File: config.mk
export PLATFORM = sky130hd
export DESIGN_NAME = gcn_input_buffer
export DESIGN_NICKNAME = d
export VERILOG_FILES = /design/src/rtl/gcn_input_buffer.sv
export SDC_FILE = /design/constraint.sdc
export NUM_CORES = 2
export LEC_CHECK = 0
export ABC_AREA = 0
export CORE_MARGIN = 2
export CORE_UTILIZATION = 54
export DETAILED_ROUTE_END_ITERATION = 8
export PLACE_DENSITY = 0.76
export SYNTH_ARGS = -nofsm -noshare
export SYNTH_HDL_FRONTEND = slang
export SYNTH_MEMORY_MAX_BITS = 65536
export SYNTH_SLANG_ARGS = --single-unit
File: constraint.sdc
create_clock -name clk -period 21.5 [get_ports clk]
set_input_delay 4.3 -clock clk [delete_from_list [all_inputs] [get_ports clk]]
set_output_delay 4.3 -clock clk [all_outputs]
set_load 0.005 [all_outputs]
File: src/rtl/gcn_input_buffer.sv
// Input stage of the GCN core: takes a host stream of weight columns, feature rows and
// COO edges, then fires start and serves core reads until gcn_done.
module gcn_input_buffer #(
  parameter int WEIGHT_ROWS     = 96,
  parameter int WEIGHT_COLS     = 3,
  parameter int FEATURE_ROWS    = 6,
  parameter int WEIGHT_WIDTH    = 5,
  parameter int ADDRESS_WIDTH   = 13,
  parameter int FEATURE_BASE    = 512,
  parameter int COO_NUM_OF_COLS = 6,
  parameter int COO_BW          = $clog2(COO_NUM_OF_COLS)
) (
  input  logic                                      clk,
  input  logic                                      reset,
  input  logic                                      load_valid,
  output logic                                      load_ready,
  input  logic [0:WEIGHT_ROWS-1][WEIGHT_WIDTH-1:0]  load_vec,
  input  logic [0:1][COO_BW-1:0]                    load_coo,
  output logic                                      start,
  input  logic                                      enable_read,
  input  logic [ADDRESS_WIDTH-1:0]                  read_address,
  output logic [0:WEIGHT_ROWS-1][WEIGHT_WIDTH-1:0]  data_out,
  input  logic [COO_BW-1:0]                         coo_address,
  output logic [0:1][COO_BW-1:0]                    coo_out,
  input  logic                                      gcn_done,
  output logic                                      busy,
  output logic                                      addr_error
);

  localparam int VEC_TOTAL = WEIGHT_COLS + FEATURE_ROWS;
  localparam int VCW       = (VEC_TOTAL > 1) ? $clog2(VEC_TOTAL) : 1;

  typedef logic [0:WEIGHT_ROWS-1][WEIGHT_WIDTH-1:0] vec_t;
  typedef logic [0:1][COO_BW-1:0]                   coo_t;
  typedef enum logic [2:0] {S_IDLE, S_LOAD_VEC, S_LOAD_COO, S_START, S_RUN} state_t;

  state_t           state, state_nxt;
  logic [VCW-1:0]    vec_cnt;
  logic [COO_BW-1:0] coo_cnt;

  vec_t weight_mem [0:WEIGHT_COLS-1];
  vec_t feat_mem   [0:FEATURE_ROWS-1];
  coo_t coo_mem    [0:COO_NUM_OF_COLS-1];

  logic accept, vec_beat, coo_beat, last_vec, last_coo;
  logic rd_hit;
  vec_t rd_data;

  assign accept   = load_valid && load_ready;
  assign vec_beat = accept && (state == S_IDLE || state == S_LOAD_VEC);
  assign coo_beat = accept && (state == S_LOAD_COO);
  assign last_vec = (vec_cnt == VCW'(VEC_TOTAL - 1));
  assign last_coo = (coo_cnt == COO_BW'(COO_NUM_OF_COLS - 1));

  always_ff @(posedge clk or posedge reset) begin
    if (reset) state <= S_IDLE;
    else       state <= state_nxt;
  end

  always_comb begin
    state_nxt = state;
    case (state)
      S_IDLE:     if (accept) state_nxt = last_vec ? S_LOAD_COO : S_LOAD_VEC;
      S_LOAD_VEC: if (accept && last_vec) state_nxt = S_LOAD_COO;
      S_LOAD_COO: if (accept && last_coo) state_nxt = S_START;
      S_START:    state_nxt = S_RUN;
      S_RUN:      if (gcn_done) state_nxt = S_IDLE;
      default:    state_nxt = S_IDLE;
    endcase
  end

  always_comb begin
    load_ready = (state == S_IDLE) || (state == S_LOAD_VEC) || (state == S_LOAD_COO);
    start      = (state == S_START);
    busy       = (state != S_IDLE);
  end

  // Counters wrap to 0 on their last beat, so every load begins at beat 0.
  always_ff @(posedge clk or posedge reset) begin
    if (reset) begin
      vec_cnt <= '0;
      coo_cnt <= '0;
    end else begin
      if (vec_beat) vec_cnt <= last_vec ? '0 : vec_cnt + 1'b1;
      if (coo_beat) coo_cnt <= last_coo ? '0 : coo_cnt + 1'b1;
    end
  end

  always_ff @(posedge clk) begin
    for (int i = 0; i < WEIGHT_COLS; i++)
      if (vec_beat && vec_cnt == VCW'(i)) weight_mem[i] <= load_vec;
    for (int i = 0; i < FEATURE_ROWS; i++)
      if (vec_beat && vec_cnt == VCW'(WEIGHT_COLS + i)) feat_mem[i] <= load_vec;
    for (int k = 0; k < COO_NUM_OF_COLS; k++)
      if (coo_beat && coo_cnt == COO_BW'(k)) coo_mem[k] <= load_coo;
  end

  always_comb begin
    rd_hit  = 1'b0;
    rd_data = '0;
    for (int i = 0; i < WEIGHT_COLS; i++)
      if (read_address == ADDRESS_WIDTH'(i)) begin
        rd_hit  = 1'b1;
        rd_data = weight_mem[i];
      end
    for (int i = 0; i < FEATURE_ROWS; i++)
      if (read_address == ADDRESS_WIDTH'(FEATURE_BASE + i)) begin
        rd_hit  = 1'b1;
        rd_data = feat_mem[i];
      end
  end

  // Reads are honoured only in RUN; the error flag clears when a fresh load begins.
  always_ff @(posedge clk or posedge reset) begin
    if (reset) begin
      data_out   <= '0;
      addr_error <= 1'b0;
    end else begin
      if (state == S_RUN && enable_read) begin
        data_out <= rd_data;
        if (!rd_hit) addr_error <= 1'b1;
      end else if (state == S_IDLE && accept) begin
        addr_error <= 1'b0;
      end
    end
  end

  always_comb begin
    coo_out = '0;
    for (int k = 0; k < COO_NUM_OF_COLS; k++)
      if (coo_address == COO_BW'(k)) coo_out = coo_mem[k];
  end

endmodule

======== After elaboration in Yosys (flattened, before gate mapping) ========
Memory sizes are Yosys's and may differ from the RTL's.
Cells that the tools add are included.
word-level totals
  memory bits (writable) .................. 4356
  memories ................................ 3
  register bits after elaboration ......... 491
  output and inout bits ................... 490
  logic and storage cells ................. 286
  input bits .............................. 507
memories
  name        words  width  read ports  clocked after memory_dff  wr ports  RTL line  source
  feat_mem    6      480    6           0                         1         42        vec_t feat_mem [0:FEATURE_ROWS-1];
  weight_mem  3      480    3           0                         1         41        vec_t weight_mem [0:WEIGHT_COLS-1];
  coo_mem     6      6      6           0                         1         43        coo_t coo_mem [0:COO_NUM_OF_COLS-1];
operators by class
  mux-type cells .......................... 101
  reductions and logical operators ........ 45
  eq/ne operators ......................... 35
  add/subtract/negate cells ............... 2
operator list
  operator                                                            count
  480-bit 2-to-1 mux                                                  16
  480-bit OR reduction                                                7
  13-bit by 10-bit == test with 1-bit output (second input constant)  6
  6-bit 2-to-1 mux                                                    11
  1-bit 2-to-1 mux                                                    54
  3-bit 2-to-1 mux                                                    15
  6-bit OR reduction                                                  5
  1-bit logical AND                                                   22
  3-bit by 2-bit == test with 1-bit output (second input constant)    6
  4-bit by 3-bit == test with 1-bit output (second input constant)    4
  3-bit == test (second input constant)                               5
  3-bit one-hot mux with 5 select lines                               1
  13-bit by 1-bit == test with 1-bit output (second input constant)   1
  13-bit by 2-bit == test with 1-bit output (second input constant)   1
  13-bit zero test                                                    1
  2-bit inequality test (second input constant)                       5
  3-bit by 1-bit == test with 1-bit output (second input constant)    3
  3-bit zero test                                                     3
  4-bit by 2-bit == test with 1-bit output (second input constant)    2
  2-bit 2-to-1 mux                                                    3
  4-bit by 1-bit adder with 4-bit output (second input constant)      1
  4-bit by 1-bit == test with 1-bit output (second input constant)    1
  4-bit == test (second input constant)                               1
  4-bit zero test                                                     1
  other kinds (7)                                                     8

======== Logic depth before layout (Yosys ltp) ========
  depth after elaboration ................. 14
  depth in mapped cells ................... 10
  depth with buffers taken out ............ 7

======== Worst setup path before layout ========
No wires, ideal clock.
  path type ............................... in2reg
  start point ............................. input load_valid
  end point ............................... memory feat_mem[5][0] in the netlist's numbering, enable pin
  data arrival time ....................... 24.519 ns
  setup slack ............................. -4.353 ns
  stages .................................. 3
  required time ........................... 20.166 ns
  library setup time ...................... 1.334 ns
  path through ............................ nand2b_1 > nand2b_1 > nor2_1
on the way
  word-level cells in the longest chain between the ends .. 11
ends and longest elaborated chain
  what                                                                                       RTL line  source
  start: declaration                                                                         15        input logic load_valid,
  1-bit logical AND (*)                                                                      49        assign accept = load_valid && load_ready;
  1-bit logical AND (*)                                                                      50        assign vec_beat = accept && (state == S_IDLE || state == S_LOAD_VEC);
  1-bit logical AND                                                                          93        if (vec_beat && vec_cnt == VCW'(WEIGHT_COLS + i)) feat_mem[i] <= load_vec;
  1-bit 2-to-1 mux                                                                           93
  1-bit 2-to-1 mux (not written as such)                                                     93
  480-bit OR reduction (no source line)                                                      --
  3-bit 2-to-1 mux (no source line) / 1-bit 2-to-1 mux (equally long branches) (5 in a row)  --
  end: declaration                                                                           42
Mark *: on every way between the ends. The rest lies on a longest branch, timed or not.

==> results.py <==
metrics = {
    "outcome": {
        "status": "finished with violations",
        "failed_checks": "max-slew violations",
    },
    "finish": {
        "final_area_um2": 215000,
        "register_area_um2": 143000,
        "layout.nets": 13422,
        "drive_gt1_frac": 0.103,
        "area_growth_pct": 16.0,
        "num-fill-cells": 23499,
        "multiInputGateArea_um2": 38900,
    },
    "critical_path": {
        "rr_endpoint": "feat_mem[3][149]$_DFFE_PP_",
        "cpPeakStageDelay_ns": 0.88,
        "required_ns": 17.20,
        "r2r_slack_ns": 15.04,
        "endpoint_kind": "output port",
        "rr_startpoint": "state[2]$_DFFE_PP0P_",
        "crit_arrival_ns": 6.65,
        "endpoint": "coo_out[2]",
        "rr_worst_depth": 9,
        "cp-startpoint": "coo_address[0]",
        "critical_path_class": "input port to output port",
        "worst_path_max_delay_cell": "clkdlybuf4s50_1",
        "crit_chain": "clkdlybuf4s50_1, nor2b_1, nor2b_1, nand2_1, o221ai_1, clkdlybuf4s50_1",
        "crit_fanout": 19,
        "critPathLaunchType": "input port",
    },
    "global_routing": {
        "grt_use_total": 0.311,
        "grt_first_pass_wirelength_um": 803000,
        "antenna_found_initial": 166,
        "grt_pass1_vias": 121228,
        "grt_remaining_overflow": 0,
        "grt_max_degree": 159,
    },
    "logic_synthesis": {
        "synthFlopType": "edfxtp_1",
        "syn_inst": 12240,
        "synth_area_um2": 186000,
        "synth-async-reset-ratio": 0.101,
        "yosys.area_share.simple": 0.0416,
        "synthTopCellsByCount": "edfxtp_1 (4356), o21ai_0 (1331), clkbuf_1 (889)",
        "ys_ff_latch": 4847,
        "synth_mux_area_frac": 0.0102,
        "yosys_warnings": 0,
        "yosysMostFrequentCell": "edfxtp_1",
        "netlist.area_leader.share": 0.705,
        "synth_area_per_cell_um2": 15.2,
        "synth_xor_xnor_area_share": 0.0000472,
        "yosys-top-cells-area": "edfxtp_1 (70%), dfrtp_1 (6.6%), o21ai_0 (3.6%), o211ai_1 (1.9%), clkbuf_1 (1.8%)",
        "synth-compound-area-share": 0.156,
        "synth-edff-count": 4356,
        "synth_top_area_cell": "edfxtp_1",
        "synth_top_family_by_area": "compound AO/OA/AOI/OAI gates",
        "synth_nets": 12752,
        "yosys.area_share.adder": 0.000337,
        "synth.distinct_cells": 57,
        "ys_seq_area_frac": 0.771,
    },
    "cts": {
        "cts_setup_buffers": 0,
        "clock_sinks": 4847,
        "clk_latency_ns": 1.02,
        "clk_pin_slew_ns": 0.06,
        "cts-root-buf": "clkbuf_16",
        "cts_buffer_depth": 4,
        "h-tree-depth": 5,
        "holdBufCountCts": 0,
        "cts_tree": "done",
        "cts_buffers": 456,
        "cts_resized": 0,
    },
    "floorplanning": {
        "ios": 997,
        "die-width_um": 590,
        "placement_rows": 215,
        "die-area_um2": 349000,
        "coreArea_um2": 343000,
        "die_h_um": 590,
        "initial_core_util": 0.542,
    },
    "job": {
        "drv_cap": 0,
    },
    "sta": {
        "fin_worst_hold_slack_ns": 0.413,
        "drv_slew": 26,
        "period_share": 0.509,
        "setup_viol": 0,
        "tns_ns": 0,
        "maxSlewHeadroom": -0.00845,
        "layout_min_cycle_time_ns": 10.95,
        "hold_viol": 0,
        "rsz0062_at_grt": "no",
        "worst_slew_pin_slew_ns": 1.51,
        "skew_ns": 0.0833,
        "max_freq_mhz": 91.4,
    },
    "worst_hold_path": {
        "min_from": "feat_mem[5][171]$_DFFE_PP_",
        "hp-class": "flop to flop",
    },
    "power": {
        "p_sw_mw": 6.11,
        "power_frac_seq": 0.519,
        "internal-power_mw": 17.8,
        "swShare": 0.256,
        "p_per_area_nw_per_um2": 111,
        "power.leakage_nw": 68.9,
        "clock_power_share": 0.343,
        "vdd_drop_max_mv": 0.108,
        "combPwrFrac": 0.138,
    },
    "drt": {
        "drt_first_pass_iters": 8,
        "drc": 0,
        "viasPerCell": 6.80,
        "vias": 122203,
        "postRouteAntennaNets": 0,
        "wl_um": 559000,
        "drtIter0Drc": 18080,
        "wl_per_cell_um": 31.1,
    },
    "placement": {
        "portBuffers": 996,
        "place_congestion": 0.835,
        "dpl.hpwl_um": 293000,
        "place_area_um2": 200000,
    },
}
==> final cells by class <==
| class | count | area share |
|---|---|---|
| clock buffer | 660 | 0.0596 |
| sequential | 4847 | 0.664 |
| inverter | 12 | 0.000244 |
| timing repair buffer | 1223 | 0.0558 |
| multi-input combinational | 6370 | 0.180 |
| clock inverter | 207 | 0.0119 |
| antenna | 104 | 0.00121 |
| tap | 4557 | 0.0265 |
==> metal layers <==
metal  track usage  wire, um
met1         0.400    194000
met2         0.482    259000
met3        0.0984     80400
met4         0.150     24700
met5             0       712
==> worst max-delay path: cells and delay by family <==
| kind | cells | cell delay, ns |
|---|---|---|
| AND/OR/NAND/NOR | 3 | 0.82 |
| buffers and inverters | 2 | 1.43 |
| AO/OA/AOI/OAI | 1 | 0.09 |
==> registers in the layout, indices dropped and copies added (netlist names) <==
| register | flops |
|---|---|
| feat_mem | 2880 |
| weight_mem | 1440 |
| coo_cnt | 3 |
| addr_error | 1 |
| state | 3 |
| coo_mem | 36 |
| vec_cnt | 4 |
| data_out | 480 |
==> through the flow <==
| step | std cells | power [mW] | setup slack (ns) | util |
|---|---|---|---|---|
| after floorplan | 12240 | 14.2 | 3.50 | - |
| after global placement | 17009 | 15.6 | 10.59 | 0.583 |
| after detailed placement | 17009 | 15.8 | 10.59 | 0.583 |
| after CTS | 17876 | 23.8 | 10.57 | 0.628 |
| after global routing | 17945 | 24.5 | 10.36 | 0.628 |
| final | 17980 | 23.9 | 10.55 | 0.628 |
==> cells in the final DEF, fill, tap and decap left out, types with 134 or more instances in the layout <==
master           instances
a21oi_1                538
a221oi_1               135
a22o_1                 334
a22oi_1                333
a31o_2                 266
a31oi_1                351
buf_4                  201
clkbuf_1               137
clkbuf_16              456
clkdlybuf4s50_1        993
dfrtp_1                491
edfxtp_1              4356
mux2_2                 156
nand2_1                520
nand3_1                341
nor2_1                 756
nor3_1                 142
o211ai_1               466
o21a_1                 134
o21ai_0               1330
o2bb2ai_1              136
==> power groups by stage <==
stage,Combinational (mW),Sequential (mW),Clock [mW]
floorplan,1.42,12.8,0
global placement,3.17,12.5,0
detailed placement,3.24,12.5,0
CTS,3.27,12.4,8.21
global route,3.49,12.5,8.58
finish,3.29,12.4,8.18
==> how the worst min path moves through the flow <==
| stage | end | slack (ns) | depth (start not counted) |
|---|---|---|---|
| floorplan | data_out[11]$_DFFE_PP0P_ | 0.44 | 1 |
| global placement | data_out[11]$_DFFE_PP0P_ | 0.45 | 1 |
| detailed placement | data_out[139]$_DFFE_PP0P_ | 0.45 | 1 |
| CTS | data_out[171]$_DFFE_PP0P_ | 0.42 | 2 |
| global route | data_out[171]$_DFFE_PP0P_ | 0.47 | 2 |
| finish | data_out[171]$_DFFE_PP0P_ | 0.41 | 2 |
==> cells by family after synthesis <==
kind of cell / after synthesis
xor+xnor: 1
fa+ha+maj: 5
compound gates: 4358
mux: 170
buf+inv: 1023
flops: 4847
simple gates: 1836
Power figures use the tool's default switching activity.
